**config.mk**
```make
export PLATFORM = sky130hd
export DESIGN_NAME = carbonz380_mode_stack
export DESIGN_NICKNAME = d
export VERILOG_FILES = /design/src/rtl/carbonz380_mode_stack.sv
export SDC_FILE = /design/constraint.sdc
export NUM_CORES = 1
export LEC_CHECK = 0
export ABC_CLOCK_PERIOD_IN_PS = 3300
export CELL_PAD_IN_SITES_DETAIL_PLACEMENT = 0
export CELL_PAD_IN_SITES_GLOBAL_PLACEMENT = 1
export CORE_ASPECT_RATIO = 1.5
export CORE_MARGIN = 2
export CORE_UTILIZATION = 40
export DETAILED_ROUTE_END_ITERATION = 8
export DONT_BUFFER_PORTS = 1
export PLACE_DENSITY = 0.69
export SYNTH_ARGS = -nofsm -noshare
export SYNTH_HDL_FRONTEND = slang
export SYNTH_SLANG_ARGS = --single-unit
export TNS_END_PERCENT = 10
```
**constraint.sdc**
```tcl
create_clock -name clk -period 3.3 [get_ports clk]
set_input_delay 0.66 -clock clk [delete_from_list [all_inputs] [get_ports clk]]
set_output_delay 0.66 -clock clk [all_outputs]
set_load 0.05 [all_outputs]
```
**src/rtl/carbonz380_mode_stack.sv**
```systemverilog
// carbonz380_mode_stack: MODEUP/RETMD tier transitions with a return-PC mode stack.
// Owns the architectural tier register and the mode-stack pointer.
// Optional build macro: CARBON_MODESTACK_PARITY_EN adds an even-parity bit per
// stack entry; a RETMD that pops a corrupted entry traps with cause 0x14.
module carbonz380_mode_stack #(
  parameter int unsigned DEPTH      = 4,
  parameter int unsigned RESET_TIER = 0,
  parameter int unsigned MAX_TIER   = 6
) (
  input  logic        clk,
  input  logic        rst,
  input  logic        flush,
  input  logic        req_valid,
  output logic        req_ready,
  input  logic        req_op,
  input  logic [7:0]  req_tier,
  input  logic [31:0] req_ret_pc,
  output logic        rsp_valid,
  input  logic        rsp_ready,
  output logic        rsp_ok,
  output logic [31:0] rsp_pc,
  output logic [31:0] rsp_cause,
  output logic [7:0]  tier_o,
  output logic [3:0]  sp_o
);

  localparam int unsigned TIER_W = 8;
  localparam int unsigned PC_W   = 32;
  localparam int unsigned SP_W   = 4;
  localparam int unsigned IDX_W  = (DEPTH > 1) ? $clog2(DEPTH) : 1;

  localparam logic        OP_MODEUP             = 1'b0;
  localparam logic [31:0] CAUSE_MODEUP_INVALID  = 32'h0000_0012;
  localparam logic [31:0] CAUSE_RETMD_UNDERFLOW = 32'h0000_0013;

  typedef enum logic [1:0] {
    S_IDLE = 2'd0,
    S_EXEC = 2'd1,
    S_RESP = 2'd2
  } state_e;

  state_e state_q, state_d;

  logic              ready_q, ready_d;
  logic              op_q, op_d;
  logic [TIER_W-1:0] treq_q, treq_d;
  logic [PC_W-1:0]   pc_req_q, pc_req_d;
  logic [TIER_W-1:0] tier_q, tier_d;
  logic [SP_W-1:0]   sp_q, sp_d;
  logic              rsp_valid_q, rsp_valid_d;
  logic              rsp_ok_q, rsp_ok_d;
  logic [PC_W-1:0]   rsp_pc_q, rsp_pc_d;
  logic [31:0]       rsp_cause_q, rsp_cause_d;

  logic              push_en;
  logic              modeup_legal;
  logic              parity_err;
  logic [IDX_W-1:0]  wr_idx;
  logic [IDX_W-1:0]  rd_idx;
  logic [TIER_W-1:0] rd_tier;
  logic [PC_W-1:0]   rd_pc;

  logic [TIER_W-1:0] tier_mem [DEPTH];
  logic [PC_W-1:0]   pc_mem   [DEPTH];

  assign wr_idx  = IDX_W'(sp_q);
  assign rd_idx  = IDX_W'(sp_q - SP_W'(1));
  assign rd_tier = tier_mem[rd_idx];
  assign rd_pc   = pc_mem[rd_idx];

  // MODEUP must raise the tier, stay within the legal range and find a free slot
  assign modeup_legal = (treq_q > tier_q) && (treq_q <= TIER_W'(MAX_TIER)) &&
                        (sp_q < SP_W'(DEPTH));

  // Stack storage: written only on a legal MODEUP, contents need no reset
  always_ff @(posedge clk) begin
    if (push_en) begin
      tier_mem[wr_idx] <= tier_q;
      pc_mem[wr_idx]   <= pc_req_q;
    end
  end

`ifdef CARBON_MODESTACK_PARITY_EN
  localparam logic [31:0] CAUSE_PARITY = 32'h0000_0014;

  logic par_mem [DEPTH];

  // Even parity over {tier, pc} captured alongside each pushed entry
  always_ff @(posedge clk) begin
    if (push_en) begin
      par_mem[wr_idx] <= ^{tier_q, pc_req_q};
    end
  end

  assign parity_err = ^{rd_tier, rd_pc, par_mem[rd_idx]};
`else
  assign parity_err = 1'b0;
`endif

  // State and registered outputs
  always_ff @(posedge clk or posedge rst) begin
    if (rst) begin
      state_q     <= S_IDLE;
      ready_q     <= 1'b0;
      op_q        <= 1'b0;
      treq_q      <= '0;
      pc_req_q    <= '0;
      tier_q      <= TIER_W'(RESET_TIER);
      sp_q        <= '0;
      rsp_valid_q <= 1'b0;
      rsp_ok_q    <= 1'b0;
      rsp_pc_q    <= '0;
      rsp_cause_q <= '0;
    end else begin
      state_q     <= state_d;
      ready_q     <= ready_d;
      op_q        <= op_d;
      treq_q      <= treq_d;
      pc_req_q    <= pc_req_d;
      tier_q      <= tier_d;
      sp_q        <= sp_d;
      rsp_valid_q <= rsp_valid_d;
      rsp_ok_q    <= rsp_ok_d;
      rsp_pc_q    <= rsp_pc_d;
      rsp_cause_q <= rsp_cause_d;
    end
  end

  // Next state: accept in IDLE, evaluate in EXEC, hold response in RESP; flush wins
  always_comb begin
    state_d     = state_q;
    ready_d     = ready_q;
    op_d        = op_q;
    treq_d      = treq_q;
    pc_req_d    = pc_req_q;
    tier_d      = tier_q;
    sp_d        = sp_q;
    rsp_valid_d = rsp_valid_q;
    rsp_ok_d    = rsp_ok_q;
    rsp_pc_d    = rsp_pc_q;
    rsp_cause_d = rsp_cause_q;
    push_en     = 1'b0;

    unique case (state_q)
      S_IDLE: begin
        if (req_valid && ready_q) begin
          op_d     = req_op;
          treq_d   = req_tier;
          pc_req_d = req_ret_pc;
          state_d  = S_EXEC;
        end
      end
      S_EXEC: begin
        state_d     = S_RESP;
        rsp_valid_d = 1'b1;
        rsp_ok_d    = 1'b0;
        rsp_pc_d    = '0;
        rsp_cause_d = '0;
        if (op_q == OP_MODEUP) begin
          rsp_pc_d = pc_req_q;
          if (modeup_legal) begin
            push_en  = 1'b1;
            tier_d   = treq_q;
            sp_d     = sp_q + SP_W'(1);
            rsp_ok_d = 1'b1;
          end else begin
            rsp_cause_d = CAUSE_MODEUP_INVALID;
          end
        end else if (sp_q == '0) begin
          rsp_cause_d = CAUSE_RETMD_UNDERFLOW;
        end else if (parity_err) begin
`ifdef CARBON_MODESTACK_PARITY_EN
          rsp_cause_d = CAUSE_PARITY;
`endif
        end else begin
          tier_d   = rd_tier;
          sp_d     = sp_q - SP_W'(1);
          rsp_ok_d = 1'b1;
          rsp_pc_d = rd_pc;
        end
      end
      S_RESP: begin
        if (rsp_ready) begin
          rsp_valid_d = 1'b0;
          state_d     = S_IDLE;
        end
      end
      default: begin
        state_d = S_IDLE;
      end
    endcase

    ready_d = (state_d == S_IDLE);

    if (flush) begin
      state_d     = S_IDLE;
      ready_d     = 1'b1;
      tier_d      = TIER_W'(RESET_TIER);
      sp_d        = '0;
      rsp_valid_d = 1'b0;
      rsp_ok_d    = 1'b0;
      rsp_pc_d    = '0;
      rsp_cause_d = '0;
      push_en     = 1'b0;
    end
  end

  assign req_ready = ready_q;
  assign rsp_valid = rsp_valid_q;
  assign rsp_ok    = rsp_ok_q;
  assign rsp_pc    = rsp_pc_q;
  assign rsp_cause = rsp_cause_q;
  assign tier_o    = tier_q;
  assign sp_o      = sp_q;

endmodule

```
==> flow_summary_export.csv <==
group,metric,value,unit
status,status,"completed",
power,max-vdd-ir-drop,0.450,mV
clocking,clk_pin_slew_worst_paths,60,ps
clocking,cts-root-buf,"clkbuf_16",
detailed_routing,drt-total-wl,21600,microns
detailed_routing,dr.pass1.iters,5,
power,leakagePower,4.12,nW
clocking,ctsHoldBuffers,0,
timing,slew_headroom,0.356,
layout,drive_gt1_frac,0.265,
synth,yosys_register_bits,252,
detailed_routing,vias_per_cell,5.43,
floorplan,die_w,135,microns
global_routing,grt_max_degree,93,
floorplan,die_y,200,microns
timing,finalSetupViolCount,0,
synth,syn_inst,620,
synth,ys_warn_count,0,
layout,final_cell_mix,"160 x edfxtp_1, 91 x dfrtp_1, 58 x nor2_1",
timing,hold_violations,0,
clocking,post_cts_buffers,0,
power,seqPwrFrac,0.500,
floorplan,num_rows,71,
global_routing,track_usage,0.161,
flow_run,maxCapViolCount,0,
detailed_routing,drt_iter0_drc,389,
layout,final_common_cell,"edfxtp_1",
layout,finalNetCount,692,
critical_path,crit_required,3680,ps
timing,finClkSkew,14.9,ps
detailed_routing,drtAntennaViolNets,0,
global_routing,grt_pass1_vias,5607,
synth,ys_seq_area_frac,0.691,
global_routing,overflow,0,
power,combPwrFrac,0.139,
floorplan,start_util,0.408,
timing,slew_violations,0,
clocking,clock_latency,510,ps
synth,synth_edf_count,160,
timing,period_share,0.793,
placed_design,dp_hpwl,13500,microns
timing,rsz0062_at_grt,"no",
floorplan,ios,125,
layout,area_delta_synth_final,12.1,%
detailed_routing,vias,5324,
detailed_routing,drc,0,
power,switching_power,2.27,mW
placed_design,port_buffers,0,
critical_path,startpoint_type,"flip-flop",
synth,synthTopCellsByArea,"edfxtp_1 47%, dfrtp_1 22%, mux4_2 8.8%, mux2_2 5.3%, a221oi_1 2.7%",
synth,async_flop_share,0.365,
worst_hold_path,hold_path_class,"input port to asynchronous set/reset pin",
synth,syn_area_per_cell,16.6,sq um
power,switching_share,0.277,
clocking,clock_sinks,252,
synth,synth_top_area_share,0.467,
global_routing,grt_pass1_wl,33600,microns
synth,ys.flop_type,"edfxtp_1",
critical_path,worst-setup-path-type,"flip-flop to flip-flop",
global_routing,antenna_found_initial,1,
clocking,clk_path_buf_depth,3,
critical_path,end_kind,"flip-flop",
power,p_per_area,711,nW/um^2
timing,fin_tns_setup,0,ps
timing,timing.final.ws_setup,683,ps
synth,synth_largest_area_cell,"edfxtp_1",
synth,synth_cell_types,46,
floorplan,core,25200,sq um
floorplan,fp.dieArea,27000,sq um
placed_design,place_congestion,0.775,
clocking,cts-htree-levels,1,
timing,fmax,382,MHz
critical_path,arrival,3000,ps
timing,finalWorstPathRequiredPeriod,2620,ps
power,pwr-share-clk,0.360,
clocking,cts_tree,"done",
timing,max_slew.worst_pin.slew,966,ps
synth,netlist_area,10300,sq um
clocking,cts-resized-gates,0,
placed_design,place_ws,709,ps
clocking,cts_buffers,25,
power,p_int,5.93,mW
detailed_routing,wire_per_inst,22.0,microns
critical_path,cp_max_fo,28,
routing by layer:
| metal | part of all wire | track usage |
|---|---|---|
| met1 | 0.39 | 0.202 |
| met2 | 0.53 | 0.279 |
| met5 | 0 | 0 |
| met4 | 0.030 | 0.0614 |
| met3 | 0.051 | 0.0273 |
logic make-up after synthesis:
family / count (synthesis) / synth area share
simple gates: 127 / 0.0580
other cells: 1 / 0.000364
buf+inv: 79 / 0.0439
compound gates: 51 / 0.0423
mux: 97 / 0.149
flops: 252 / 0.691
fa+ha+maj: 12 / 0.0146
xor+xnor: 1 / 0.000851
cell usage after synthesis (2+ instances only):
| cell | count |
|---|---|
| a21oi_1 | 6 |
| clkbuf_1 | 17 |
| buf_1 | 3 |
| nand4_1 | 2 |
| buf_2 | 13 |
| a221oi_1 | 32 |
| mux2i_1 | 8 |
| buf_4 | 32 |
| inv_1 | 11 |
| mux2_2 | 48 |
| ha_1 | 12 |
| and2_1 | 4 |
| nor3_1 | 37 |
| edfxtp_1 | 160 |
| nand2_1 | 7 |
| nor4_1 | 2 |
| nor2b_1 | 4 |
| nor2_1 | 58 |
| nand3_1 | 5 |
| o21ai_0 | 3 |
| dfrtp_1 | 92 |
| mux4_2 | 40 |
final cells by class:
| class | instances | area [sq um] |
|---|---|---|
| tap | 328 | 410 |
| antenna | 1 | 2.50 |
| sequential | 252 | 7110 |
| clock buffer | 33 | 697 |
| multi-input combinational | 317 | 2870 |
| inverter | 12 | 47.5 |
| fill | 2219 | 13700 |
| clock inverter | 12 | 164 |
| timing repair buffer | 26 | 233 |
through the flow:
| stage | hold WS (ps) | area [sq um] | total power [mW] | utilization | cells |
|---|---|---|---|---|---|
| final | 118 | 11500 | 8.20 | 0.457 | 981 |
| after global routing | 151 | 11500 | 8.53 | 0.457 | 981 |
| after CTS | 151 | 11500 | 8.30 | 0.457 | 980 |
| after detailed placement | 542 | 10700 | 5.33 | 0.423 | 935 |
| after global placement | 522 | 10700 | 5.29 | 0.423 | 935 |
| after floorplan | 493 | 10400 | 4.98 | - | 648 |
worst max-delay path, cell delays in order (launching register included):
cell and delay, ps:
dfrtp_1 330, buf_4 240, inv_1 120, ha_2 620, buf_12 260, mux4_2 340, a221oi_1 460, nor3_1 100
state kept, by name, indices dropped and copies added (netlist names), 2 cells and up:
signal     cells
pc_req_q      32
tier_o         8
pc_mem       128
rsp_pc        32
treq_q         8
state_q        2
rsp_cause      2
tier_mem      32
sp_o           4
power groups by stage:
stage,registers (mW),logic [mW],clock network (mW)
finish,4.10,1.14,2.96
global route,4.15,1.25,3.14
CTS,4.11,1.16,3.02
detailed placement,4.18,1.16,0
global placement,4.15,1.14,0
floorplan,4.13,0.849,0
worst paths after layout:
kind	startpoint	endpoint	slack, ps	cells after the start
min	rst	pc_req_q[22]$_DFFE_PP0P_	120	2
min in group clk	flush	rsp_pc[10]$_DFFE_PP0P_	230	1
max	sp_o[1]$_DFFE_PP0P_	rsp_pc[7]$_DFFE_PP0P_	680	7
min reg2reg	pc_req_q[19]$_DFFE_PP0P_	pc_mem[2][19]$_DFFE_PP_	560	0
max in group asynchronous	rst	sp_o[0]$_DFFE_PP0P_	2740	2
max reg2reg	sp_o[1]$_DFFE_PP0P_	rsp_pc[7]$_DFFE_PP0P_	680	7
(Power assumes the default switching activity.)
